[src/rtl/pid_chan_sched_pkg.sv]
// Shared definitions for the PID channel scheduler: config endpoint map,
// enable-mask init value and the config-address decoder.
package pid_chan_sched_pkg;

    // Config endpoint map (16-bit address space)
    localparam logic [15:0] pid_sched_en_addr      = 16'h0040;
    localparam logic [15:0] pid_sched_ovr_clr_addr = 16'h0041;

    // Per-channel enable value replicated into the enable mask after reset
    localparam logic PID_SCHED_EN_INIT = 1'b1;

    typedef enum logic [1:0] {
        CFG_NONE    = 2'd0,
        CFG_EN      = 2'd1,
        CFG_OVR_CLR = 2'd2
    } cfg_op_e;

    // Map a config address onto the operation it selects
    function automatic cfg_op_e decode_cfg(input logic [15:0] addr);
        if (addr == pid_sched_en_addr) begin
            return CFG_EN;
        end
        if (addr == pid_sched_ovr_clr_addr) begin
            return CFG_OVR_CLR;
        end
        return CFG_NONE;
    endfunction

endpackage

[src/rtl/pid_chan_sched_if.sv]
// Config write bus into the scheduler: strobe, endpoint address, target
// channel and data (only bit 0 of the data is meaningful).
interface pid_chan_sched_if #(
    parameter int W_WR_ADDR = 16,
    parameter int W_WR_CHAN = 16,
    parameter int W_WR_DATA = 48
) ();
    logic                 wr_en;
    logic [W_WR_ADDR-1:0] wr_addr;
    logic [W_WR_CHAN-1:0] wr_chan;
    logic [W_WR_DATA-1:0] wr_data;

    modport master (output wr_en, wr_addr, wr_chan, wr_data);
    modport slave  (input  wr_en, wr_addr, wr_chan, wr_data);
endinterface

[src/rtl/pid_chan_sched_rr_arbiter.sv]
// Combinational round-robin picker: the first request at or after the
// pointer wins, wrapping from N-1 back to 0.
module rr_arbiter #(
    parameter int N = 8,
    parameter int W = 5
) (
    input  logic [N-1:0] req_i,
    input  logic [W-1:0] ptr_i,
    output logic [N-1:0] gnt_o,
    output logic [W-1:0] idx_o,
    output logic         any_o
);
    logic [N-1:0] hi_mask;
    logic [N-1:0] req_hi;
    logic [N-1:0] pick;

    for (genvar gi = 0; gi < N; gi++) begin : g_mask
        assign hi_mask[gi] = (W'(gi) >= ptr_i);
    end

    // Requests at/after the pointer take precedence; otherwise wrap around
    assign req_hi = req_i & hi_mask;
    assign pick   = (|req_hi) ? req_hi : req_i;
    assign any_o  = |req_i;

    // Lowest set bit of the selected request set is the winner
    always_comb begin
        idx_o = '0;
        gnt_o = '0;
        for (int i = N - 1; i >= 0; i--) begin
            if (pick[i]) begin
                idx_o    = W'(i);
                gnt_o    = '0;
                gnt_o[i] = 1'b1;
            end
        end
    end
endmodule

[src/rtl/pid_chan_sched.sv]
// Per-channel sample scheduler ahead of the shared PID filter. Holds the
// newest sample per channel, issues at most one per cycle in round-robin
// order, and keeps each channel out for MIN_GAP cycles after it issues so
// the filter's writeback for that channel lands before it re-enters.
module pid_chan_sched
    import pid_chan_sched_pkg::*;
#(
    parameter int               W_CHAN    = 5,
    parameter int               N_CHAN    = 8,
    parameter int               W_DIN     = 18,
    parameter int               MIN_GAP   = 6,
    parameter logic [N_CHAN-1:0] EN_INIT  = {N_CHAN{PID_SCHED_EN_INIT}},
    parameter int               W_WR_ADDR = 16,
    parameter int               W_WR_CHAN = 16,
    parameter int               W_WR_DATA = 48
) (
    input  logic                    clk_in,
    input  logic                    rst_n_in,
    input  logic [N_CHAN-1:0]       dv_in,
    input  logic [N_CHAN*W_DIN-1:0] data_in,
    pid_chan_sched_if.slave         cfg_if,
    output logic                    dv_out,
    output logic [W_CHAN-1:0]       chan_out,
    output logic [W_DIN-1:0]        data_out,
    output logic [N_CHAN-1:0]       ovr_out
);
    localparam int W_COOL = $clog2(MIN_GAP) + 1;

    logic [N_CHAN-1:0]             en_q, en_d;
    logic [N_CHAN-1:0]             pending_q, pending_d;
    logic [N_CHAN-1:0]             ovr_q, ovr_d;
    logic [N_CHAN-1:0][W_COOL-1:0] cool_q, cool_d;
    logic [N_CHAN-1:0][W_DIN-1:0]  hold_q, hold_d;
    logic [W_CHAN-1:0]             ptr_q;
    logic                          dv_q;
    logic [W_CHAN-1:0]             chan_q;
    logic [W_DIN-1:0]              data_q;

    logic [N_CHAN-1:0] elig;
    logic [N_CHAN-1:0] win_gnt;
    logic [W_CHAN-1:0] win_idx;
    logic              win_any;
    logic [W_DIN-1:0]  win_data;
    cfg_op_e           cfg_op;
    logic              unused_wr_data;

    assign cfg_op         = decode_cfg(cfg_if.wr_addr);
    assign unused_wr_data = ^cfg_if.wr_data[W_WR_DATA-1:1];

    rr_arbiter #(.N(N_CHAN), .W(W_CHAN)) u_arb (
        .req_i (elig),
        .ptr_i (ptr_q),
        .gnt_o (win_gnt),
        .idx_o (win_idx),
        .any_o (win_any)
    );

    for (genvar gi = 0; gi < N_CHAN; gi++) begin : g_chan
        logic wr_hit, cap, iss, ovr_set, dis, clr;

        // wr_chan values >= N_CHAN never match any channel, so they are ignored
        assign wr_hit  = cfg_if.wr_en && (cfg_if.wr_chan == W_WR_CHAN'(gi));
        assign dis     = wr_hit && (cfg_op == CFG_EN) && !cfg_if.wr_data[0];
        assign clr     = wr_hit && (cfg_op == CFG_OVR_CLR) && cfg_if.wr_data[0];
        assign cap     = dv_in[gi] & en_q[gi];
        assign iss     = win_any & win_gnt[gi];
        // A recapture on the issue edge just replaces the issued value: no overrun
        assign ovr_set = cap & pending_q[gi] & ~iss;

        assign elig[gi]      = pending_q[gi] & en_q[gi] & (cool_q[gi] == '0);
        assign en_d[gi]      = (wr_hit && (cfg_op == CFG_EN)) ? cfg_if.wr_data[0] : en_q[gi];
        assign pending_d[gi] = dis ? 1'b0 : (cap ? 1'b1 : (iss ? 1'b0 : pending_q[gi]));
        assign ovr_d[gi]     = ovr_set ? 1'b1 : (clr ? 1'b0 : ovr_q[gi]);
        assign cool_d[gi]    = iss ? W_COOL'(MIN_GAP - 1)
                             : ((cool_q[gi] != '0) ? cool_q[gi] - W_COOL'(1) : cool_q[gi]);
        assign hold_d[gi]    = cap ? data_in[gi*W_DIN +: W_DIN] : hold_q[gi];
    end

    // Held sample of the winning channel (one-hot mux on the grant)
    always_comb begin
        win_data = '0;
        for (int i = 0; i < N_CHAN; i++) begin
            if (win_gnt[i]) begin
                win_data = win_data | hold_q[i];
            end
        end
    end

    // Per-channel state: enable, pending, overrun, cooldown and held sample
    always_ff @(posedge clk_in or negedge rst_n_in) begin
        if (!rst_n_in) begin
            en_q      <= EN_INIT;
            pending_q <= '0;
            ovr_q     <= '0;
            cool_q    <= '0;
            hold_q    <= '0;
        end else begin
            en_q      <= en_d;
            pending_q <= pending_d;
            ovr_q     <= ovr_d;
            cool_q    <= cool_d;
            hold_q    <= hold_d;
        end
    end

    // Registered issue stage and round-robin pointer; chan/data hold when idle
    always_ff @(posedge clk_in or negedge rst_n_in) begin
        if (!rst_n_in) begin
            dv_q   <= 1'b0;
            chan_q <= '0;
            data_q <= '0;
            ptr_q  <= '0;
        end else begin
            dv_q <= win_any;
            if (win_any) begin
                chan_q <= win_idx;
                data_q <= win_data;
                ptr_q  <= (win_idx == W_CHAN'(N_CHAN - 1)) ? '0 : win_idx + W_CHAN'(1);
            end
        end
    end

    assign dv_out   = dv_q;
    assign chan_out = chan_q;
    assign data_out = data_q;
    assign ovr_out  = ovr_q;
endmodule
[src/flat_wrapper.sv]
// flat-port wrapper written by rule: the top's interface ports become plain ports
module pid_chan_sched_flat import pid_chan_sched_pkg::*;
#(
    parameter int               W_CHAN    = 5,
    parameter int               N_CHAN    = 8,
    parameter int               W_DIN     = 18,
    parameter int               MIN_GAP   = 6,
    parameter logic [N_CHAN-1:0] EN_INIT  = {N_CHAN{PID_SCHED_EN_INIT}},
    parameter int               W_WR_ADDR = 16,
    parameter int               W_WR_CHAN = 16,
    parameter int               W_WR_DATA = 48
)
  (clk_in, rst_n_in, dv_in, data_in, dv_out, chan_out, data_out, ovr_out, cfg_if_wr_en, cfg_if_wr_addr, cfg_if_wr_chan, cfg_if_wr_data);
  pid_chan_sched_if #(.W_WR_ADDR(W_WR_ADDR), .W_WR_CHAN(W_WR_CHAN), .W_WR_DATA(W_WR_DATA)) cfg_if_i ();
  input  logic clk_in;
  input  logic rst_n_in;
  input  logic [N_CHAN-1:0] dv_in;
  input  logic [N_CHAN*W_DIN-1:0] data_in;
  output logic dv_out;
  output logic [W_CHAN-1:0] chan_out;
  output logic [W_DIN-1:0] data_out;
  output logic [N_CHAN-1:0] ovr_out;
  input wire logic [$bits(cfg_if_i.wr_en)-1:0] cfg_if_wr_en;
  input wire logic [$bits(cfg_if_i.wr_addr)-1:0] cfg_if_wr_addr;
  input wire logic [$bits(cfg_if_i.wr_chan)-1:0] cfg_if_wr_chan;
  input wire logic [$bits(cfg_if_i.wr_data)-1:0] cfg_if_wr_data;
  assign cfg_if_i.wr_en = cfg_if_wr_en;
  assign cfg_if_i.wr_addr = cfg_if_wr_addr;
  assign cfg_if_i.wr_chan = cfg_if_wr_chan;
  assign cfg_if_i.wr_data = cfg_if_wr_data;
  pid_chan_sched #(.W_CHAN(W_CHAN), .N_CHAN(N_CHAN), .W_DIN(W_DIN), .MIN_GAP(MIN_GAP), .EN_INIT(EN_INIT), .W_WR_ADDR(W_WR_ADDR), .W_WR_CHAN(W_WR_CHAN), .W_WR_DATA(W_WR_DATA)) u_core (.clk_in(clk_in), .rst_n_in(rst_n_in), .dv_in(dv_in), .data_in(data_in), .cfg_if(cfg_if_i), .dv_out(dv_out), .chan_out(chan_out), .data_out(data_out), .ovr_out(ovr_out));
endmodule
[config.mk]
export PLATFORM = sky130hd
export DESIGN_NAME = pid_chan_sched_flat
export DESIGN_NICKNAME = d
export VERILOG_FILES = /design/src/rtl/pid_chan_sched_pkg.sv /design/src/rtl/pid_chan_sched_if.sv /design/src/rtl/pid_chan_sched_rr_arbiter.sv /design/src/rtl/pid_chan_sched.sv /design/src/flat_wrapper.sv
export SDC_FILE = /design/constraint.sdc
export NUM_CORES = 1
export LEC_CHECK = 0
export ABC_AREA = 1
export CORE_MARGIN = 2
export CORE_UTILIZATION = 50
export DETAILED_ROUTE_END_ITERATION = 16
export PLACE_DENSITY = 0.9
export SETUP_SLACK_MARGIN = 0.4
export SKIP_CTS_REPAIR_TIMING = 1
export SLEW_MARGIN = 20
export SYNTH_ARGS = -nofsm -noshare
export SYNTH_HDL_FRONTEND = slang
export SYNTH_HIERARCHICAL = 1
export SYNTH_SLANG_ARGS = --single-unit
[constraint.sdc]
create_clock -name clk_in -period 3 [get_ports clk_in]
set_input_delay 0.75 -clock clk_in [delete_from_list [all_inputs] [get_ports clk_in]]
set_output_delay 0.75 -clock clk_in [all_outputs]
set_load 0.05 [all_outputs]
==> metrics <==
slowest stage delay, CP 0.40 ns; most numerous cell in the Yosys netlist nand2_1; Total Routing Usage GR 0.279; synth top area cells dfrtp_1, nand2_1, nor2_1; critical path capture point type flop; CTS Buffer Depth 3; Slew HR 0.478; Reg2Reg Launch Point u_core/cool_q[13]$_DFFE_PN0P_; Max Clk Rate 316 MHz; register area share after synthesis 0.521; Critical Path Start Type flop; HP Class in -> async; CTS sink cnt 229; Horiz. Die Dim 152 um; Synth top area share 0.502; max-slew violation count 0; biggest area consumer among synthesized cells dfrtp_1; WP depth 18; synth warn 6; full die area 23200 sq um; Leak Pwr 7.95 nW; fillers 1359; Critical Path RT 3.48 ns; CTS Buf Count 25; CP delay by family, top simple AND/OR/NAND/NOR gates; RSZ-0062 raised after global routing true; Vias 11800; Total Routed Length 42.6 mm; vias in the first global route 10600; worst-margin pin slew 0.781 ns; Synth Flop Type dfrtp_1; Slowest cell on crit path dfrtp_1; minimum setup slack after placement -0.0462 ns; Post-synth EDFFs 0; core area 21800 sq um; worst-path cell chain inv_2 > ha_4 > nand3_4 > nor2_4 > inv_1 > a21oi_2 > nor2_4 > nand3_1 > nand2_1 > inv_1 > nand3_4 > nor3_4 > clkinvlp_4 > o22ai_1 > nor2_1 > nand3_1 > o21ai_0 > inv_1; r2r endpoint u_core/data_out[3]$_DFFE_PN0P_; HPWL after detailed placement 23.5 mm; Worst Path Arrival 3.65 ns; clock root buffer clkbuf_16; met1 GRT Util 0.363; CTS tree yes; Worst-Skew Late Latency 0.54 ns; Initial Util 0.506; Worst Path Max Fanout 4; Die Y 152 um; GRT Residual Overflow 0; Crit. Startpoint u_core/cool_q[13]$_DFFE_PN0P_; residual DRC count 0; PnR worst setup slack -0.165 ns; clock-pin slew on the worst setup and hold paths 0.08 ns; flop2flop setup slack -0.17 ns; DR WL/cell 21.3 um; Setup CP Type reg -> reg; gr busiest metal met2; final hold violation count 0; Synth async-reset ratio 1.00; power per cell area 419 nW/um^2; flops & latches, synth 229; Vias/cell 5.88; Max-cap violations 0; row count 54; first-pass GRT wire length 52.8 mm; port bufs 219; antenna violation net count after detailed routing 0; Worst Path Buf+Inv 5; pin count of the biggest net entering global routing 84; Tmin final 3.17 ns; initial antenna violation count 1; Final Cycle Share 1.06; failing checks negative setup slack; number of DRC markers in iteration 0 1512; Synth top cells by count nand2_1, dfrtp_1, nor2_1; cell count after synthesis 1410; Final setup violation count 16; Hold WS 0.180 ns; nets@finish 1955; Worst Skew 0.0254 ns; first-pass iteration count of the detailed router 10; met2 usage 0.459; layout cell share with drive strength beyond 1 0.185; met3 Resource Use GR 0.0569; P&R area growth vs syn 44.5%; status finished, violations left; post-synthesis cell type count 41; most frequent CP cell inv_1; Placer Congestion 0.901; syn avg cell area 7.81 sq um; synthesized area 11000 sq um; Top Ports 267; critical path capture point u_core/data_out[3]$_DFFE_PN0P_; peak supply drop 0.377 mV; # H-tree levels 1; r2r worst-path depth 18
[worst min-delay path by stage]
stage,start,to,slack [ns],cells after the start
after floorplan,rst_n_in,u_core/chan_out[0]$_DFFE_PN0P_,0.45,0
after global placement,u_core/ovr_out[1]$_DFFE_PN0P_,u_core/ovr_out[1]$_DFFE_PN0P_,0.46,2
after detailed placement,u_core/ovr_out[0]$_DFFE_PN0P_,u_core/ovr_out[0]$_DFFE_PN0P_,0.46,2
after CTS,rst_n_in,u_core/pending_q[6]$_DFFE_PN0P_,0.26,1
after global routing,rst_n_in,u_core/hold_q[84]$_DFFE_PN0P_,0.27,1
final,rst_n_in,u_core/hold_q[84]$_DFFE_PN0P_,0.18,1
[worst reg2reg max path, delay by kind of cell, from the launching register on]
| kind | cells | cell delay (ns) |
|---|---|---|
| compound gates | 3 | 0.56 |
| fa+ha+maj | 1 | 0.17 |
| buf+inv | 5 | 0.77 |
| flops | 1 | 0.40 |
| simple gates | 9 | 1.22 |
[placed cells by master, fill, tap and decap left out, types with 9 or more instances in the layout]
master,n
a21oi_1,32
buf_12,9
xor2_1,9
buf_4,69
a21oi_2,11
inv_1,89
nand2_1,591
nor2_2,20
nor2_4,24
ha_1,10
nand2_2,16
dfrtp_1,221
nor2_1,90
nor3_2,10
clkbuf_1,10
nand3_2,9
nand3_1,51
buf_6,10
o21ai_0,37
nand2_4,10
nand3_4,11
clkdlybuf4s50_1,218
inv_2,23
clkbuf_16,30
[cell type report]
cell class | count | area [sq um] | share of cell area
sequential | 229 | 5740 | 0.361
multi-input combinational | 1009 | 5340 | 0.336
timing repair buffer | 313 | 3150 | 0.198
clock buffer | 36 | 677 | 0.0425
inverter | 123 | 483 | 0.0303
tap | 280 | 350 | 0.0220
clock inverter | 10 | 160 | 0.0101
timing repair inverter | 2 | 15.0 | 0.000943
antenna | 1 | 2.50 | 0.000157
[routing by layer]
metal / part of all wire / vias to the layer above
li1: - / 4959
met1: 0.34 / 5463
met2: 0.46 / 1034
met3: 0.12 / 330
met4: 0.077 / 0
met5: 0 / -
[power breakdown]
group | total (mW) | internal [mW] | switching, mW
clock | 3.21 | 1.92 | 1.29
combinational | 0.367 | 0.228 | 0.139
sequential | 3.09 | 3.09 | 0.00000128
[registers in the layout (all words and copies together) (netlist names)]
name,cells
u_core/cool_q,32
u_core/ptr_q,5
u_core/pending_q,8
u_core/data_out,18
u_core/hold_q,144
u_core/chan_out,5
u_core/ovr_out,8
u_core/en_q,8
u_core/dv_out,1
[stage by stage]
stage | std cells | TNS, ns | power [mW] | utilization | instance area (sq um)
2_1_floorplan | 1411 | 0 | 3.17 | - | 11000
3_3_place_gp | 1893 | 0 | 3.50 | 0.627 | 13600
3_5_place_dp | 1893 | -0.0814 | 3.51 | 0.627 | 13600
4_1_cts | 1939 | -0.614 | 6.61 | 0.666 | 14500
5_1_grt | 2002 | -3.72 | 6.82 | 0.732 | 15900
6_report | 2003 | -1.06 | 6.66 | 0.732 | 15900
[kinds of logic (layout without fill, tap and decap cells)]
family          Yosys count  after routing  synth area share
simple gates            853            853             0.319
flops                   229            229             0.521
buf+inv                 173            484            0.0639
compound gates          120            120            0.0627
fa+ha+maj                17             17            0.0193
xor+xnor                 17             17            0.0135
other cells               1              3          0.000340
(Power assumes the default switching activity.)
==> RTL edit (config.mk and constraints unchanged) <==
`W_DIN` is set to 18 in 2 places; all go to 36.
--- a/src/rtl/pid_chan_sched.sv
+++ b/src/rtl/pid_chan_sched.sv
@@ -9,3 +9,3 @@
     parameter int               N_CHAN    = 8,
-    parameter int               W_DIN     = 18,
+    parameter int               W_DIN     = 36,
     parameter int               MIN_GAP   = 6,
--- a/src/flat_wrapper.sv
+++ b/src/flat_wrapper.sv
@@ -5,3 +5,3 @@
     parameter int               N_CHAN    = 8,
-    parameter int               W_DIN     = 18,
+    parameter int               W_DIN     = 36,
     parameter int               MIN_GAP   = 6,
Interface: changed (resized data_in and data_out); port bits go from 267 to 429. No check against the original RTL was run, so the function may have changed too.
==> RTL edit against the original RTL <==
The run still ends with setup timing left; clock skew increased by 0.021 ns; hold slack got worse by 0.027 ns; final area increased by 65%; total power increased by 67%; wire length increased by 68%; worst setup slack got worse by 0.095 ns; sequential cell count increased by 162; area after synthesis increased by 63%; sequential power increased by 71%; critical path type unchanged; largest power group is now registers.
==> RTL edit: results (changes against the original RTL) <==
Timing
The worst path setup slack after routing was -0.2606 ns (-0.09522 ns). The worst clock skew is 0.04615 ns (+0.02072 ns). The slew at the pin closest to its max-slew limit was 1.347 ns (+0.5660 ns). The final number of setup-violating endpoints is 76 (+60).

Global routing
The via count of the first global-routing pass is 18010 (+70%). The wire length of the first global-routing pass was 95590 um (+81%). The number of antenna violations at the first check in global routing is 4 (+3). The pin count of the biggest net entering global routing is 78 (-7.1%). The total global routing track utilization is 32.72% (+4.8 points).

The met2 track demand over resource in global routing is 53.90% (+8.0 points). The global-route track usage on met3 was 6.154% (+0.47 points).

Status
The run finished, with violations left. The final reports fail on setup timing.

Synthesis
The number of distinct library cells after synthesis is 44 (+7.3%). The commonest cells after synthesis are nand2_1 (1073), dfrtp_1 (383), inv_1 (143), nor2_1 (142), nand3_1 (85). The share of synthesized area occupied by flip-flops and latches is 54.55% (+2.4 points). Ranked by total cell area, the synthesized netlist is headed by dfrtp_1 (53%), nand2_1 (22%), inv_1 (3.0%).

CTS
The clock latency of the later-clocked register in the worst-skew pair is 0.57 ns (+0.03 ns). The number of buffers added by the clock tree synthesis step is 42 (+68%).

Route
The detailed-routed wire length on met2 is 33240 um (+69%). The routed length on met3 is 7697 um (+48%). The number of design-rule violations left by the first detailed-router iteration is 2080 (+38%). The highest layer used for signal routing is met5. The final routed wirelength across all metal layers is 71560 um (+68%).

Pwr
The peak supply drop was 0.4043 mV (+7.2%). The combinational group power is 0.626 mW (+71%).

Placed design
The final weighted congestion in routability-driven placement was 0.9178 (+1.8%). The post-place setup slack is -0.06361 ns (-0.01744 ns). The number of port buffers was 381 (+74%).

Layout
The final layout net count is 3135 (+60%). The fraction of the core area covered by cells at the end of the flow came to 73.84% (+0.67 points). The fraction of final layout cells sized beyond drive strength 1 is 18.05% (-0.42 points). The number of flip-flops in the largest register is 288 (+100%).

The fill cell total of the finished layout is 2254 (+66%).
[RTL edit: changes by cell type after synthesis, sizes merged, moves of 22 or more]
cell	change
dfrtp	+162
nand2	+455
clkbuf	+48
inv	+47
a21oi	+22
o21ai	+28
[RTL edit: worst min path at each step]
stage,startpoint,slack [ns],endpoint
floorplan,rst_n_in,0.45,u_core/chan_out[0]$_DFFE_PN0P_
global placement,u_core/ovr_out[3]$_DFFE_PN0P_,0.46,u_core/ovr_out[3]$_DFFE_PN0P_
detailed placement,u_core/ovr_out[3]$_DFFE_PN0P_,0.46,u_core/ovr_out[3]$_DFFE_PN0P_
CTS,rst_n_in,0.22,u_core/hold_q[243]$_DFFE_PN0P_
global route,rst_n_in,0.19,u_core/hold_q[286]$_DFFE_PN0P_
finish,rst_n_in,0.15,u_core/hold_q[245]$_DFFE_PN0P_
[RTL edit: worst max-delay path, cell delays in order (launching register included)]
cell and delay (ns):
dfrtp_1 0.41, inv_2 0.12, ha_4 0.15, nand3_4 0.09
nor2_4 0.18, inv_2 0.07, nor2_4 0.10, nand2_2 0.09
nand2_4 0.09, nor2_4 0.05, nand2_4 0.09, o21bai_4 0.09
inv_1 0.07, nand2_1 0.05, inv_1 0.09, inv_2 0.10
o21ai_0 1.06, nor3b_2 0.11, a21oi_1 0.17
[RTL edit: layout make-up]
type / count / area share (%)
tap: 461 / 2.201
clock inverter: 16 / 0.5921
timing repair buffer: 535 / 21.17
clock buffer: 59 / 4.675
antenna: 2 / 0.01910
sequential: 391 / 37.38
inverter: 162 / 2.478
multi-input combinational: 1607 / 31.48
[RTL edit: cells by family after synthesis]
kind of cell    Yosys count  synth area share (%)
simple gates           1365                 30.73
flops                   391                 54.55
buf+inv                 262                 5.784
compound gates          205                 6.844
xor+xnor                 18                0.8781
fa+ha+maj                17                 1.185
other cells               1               0.02089
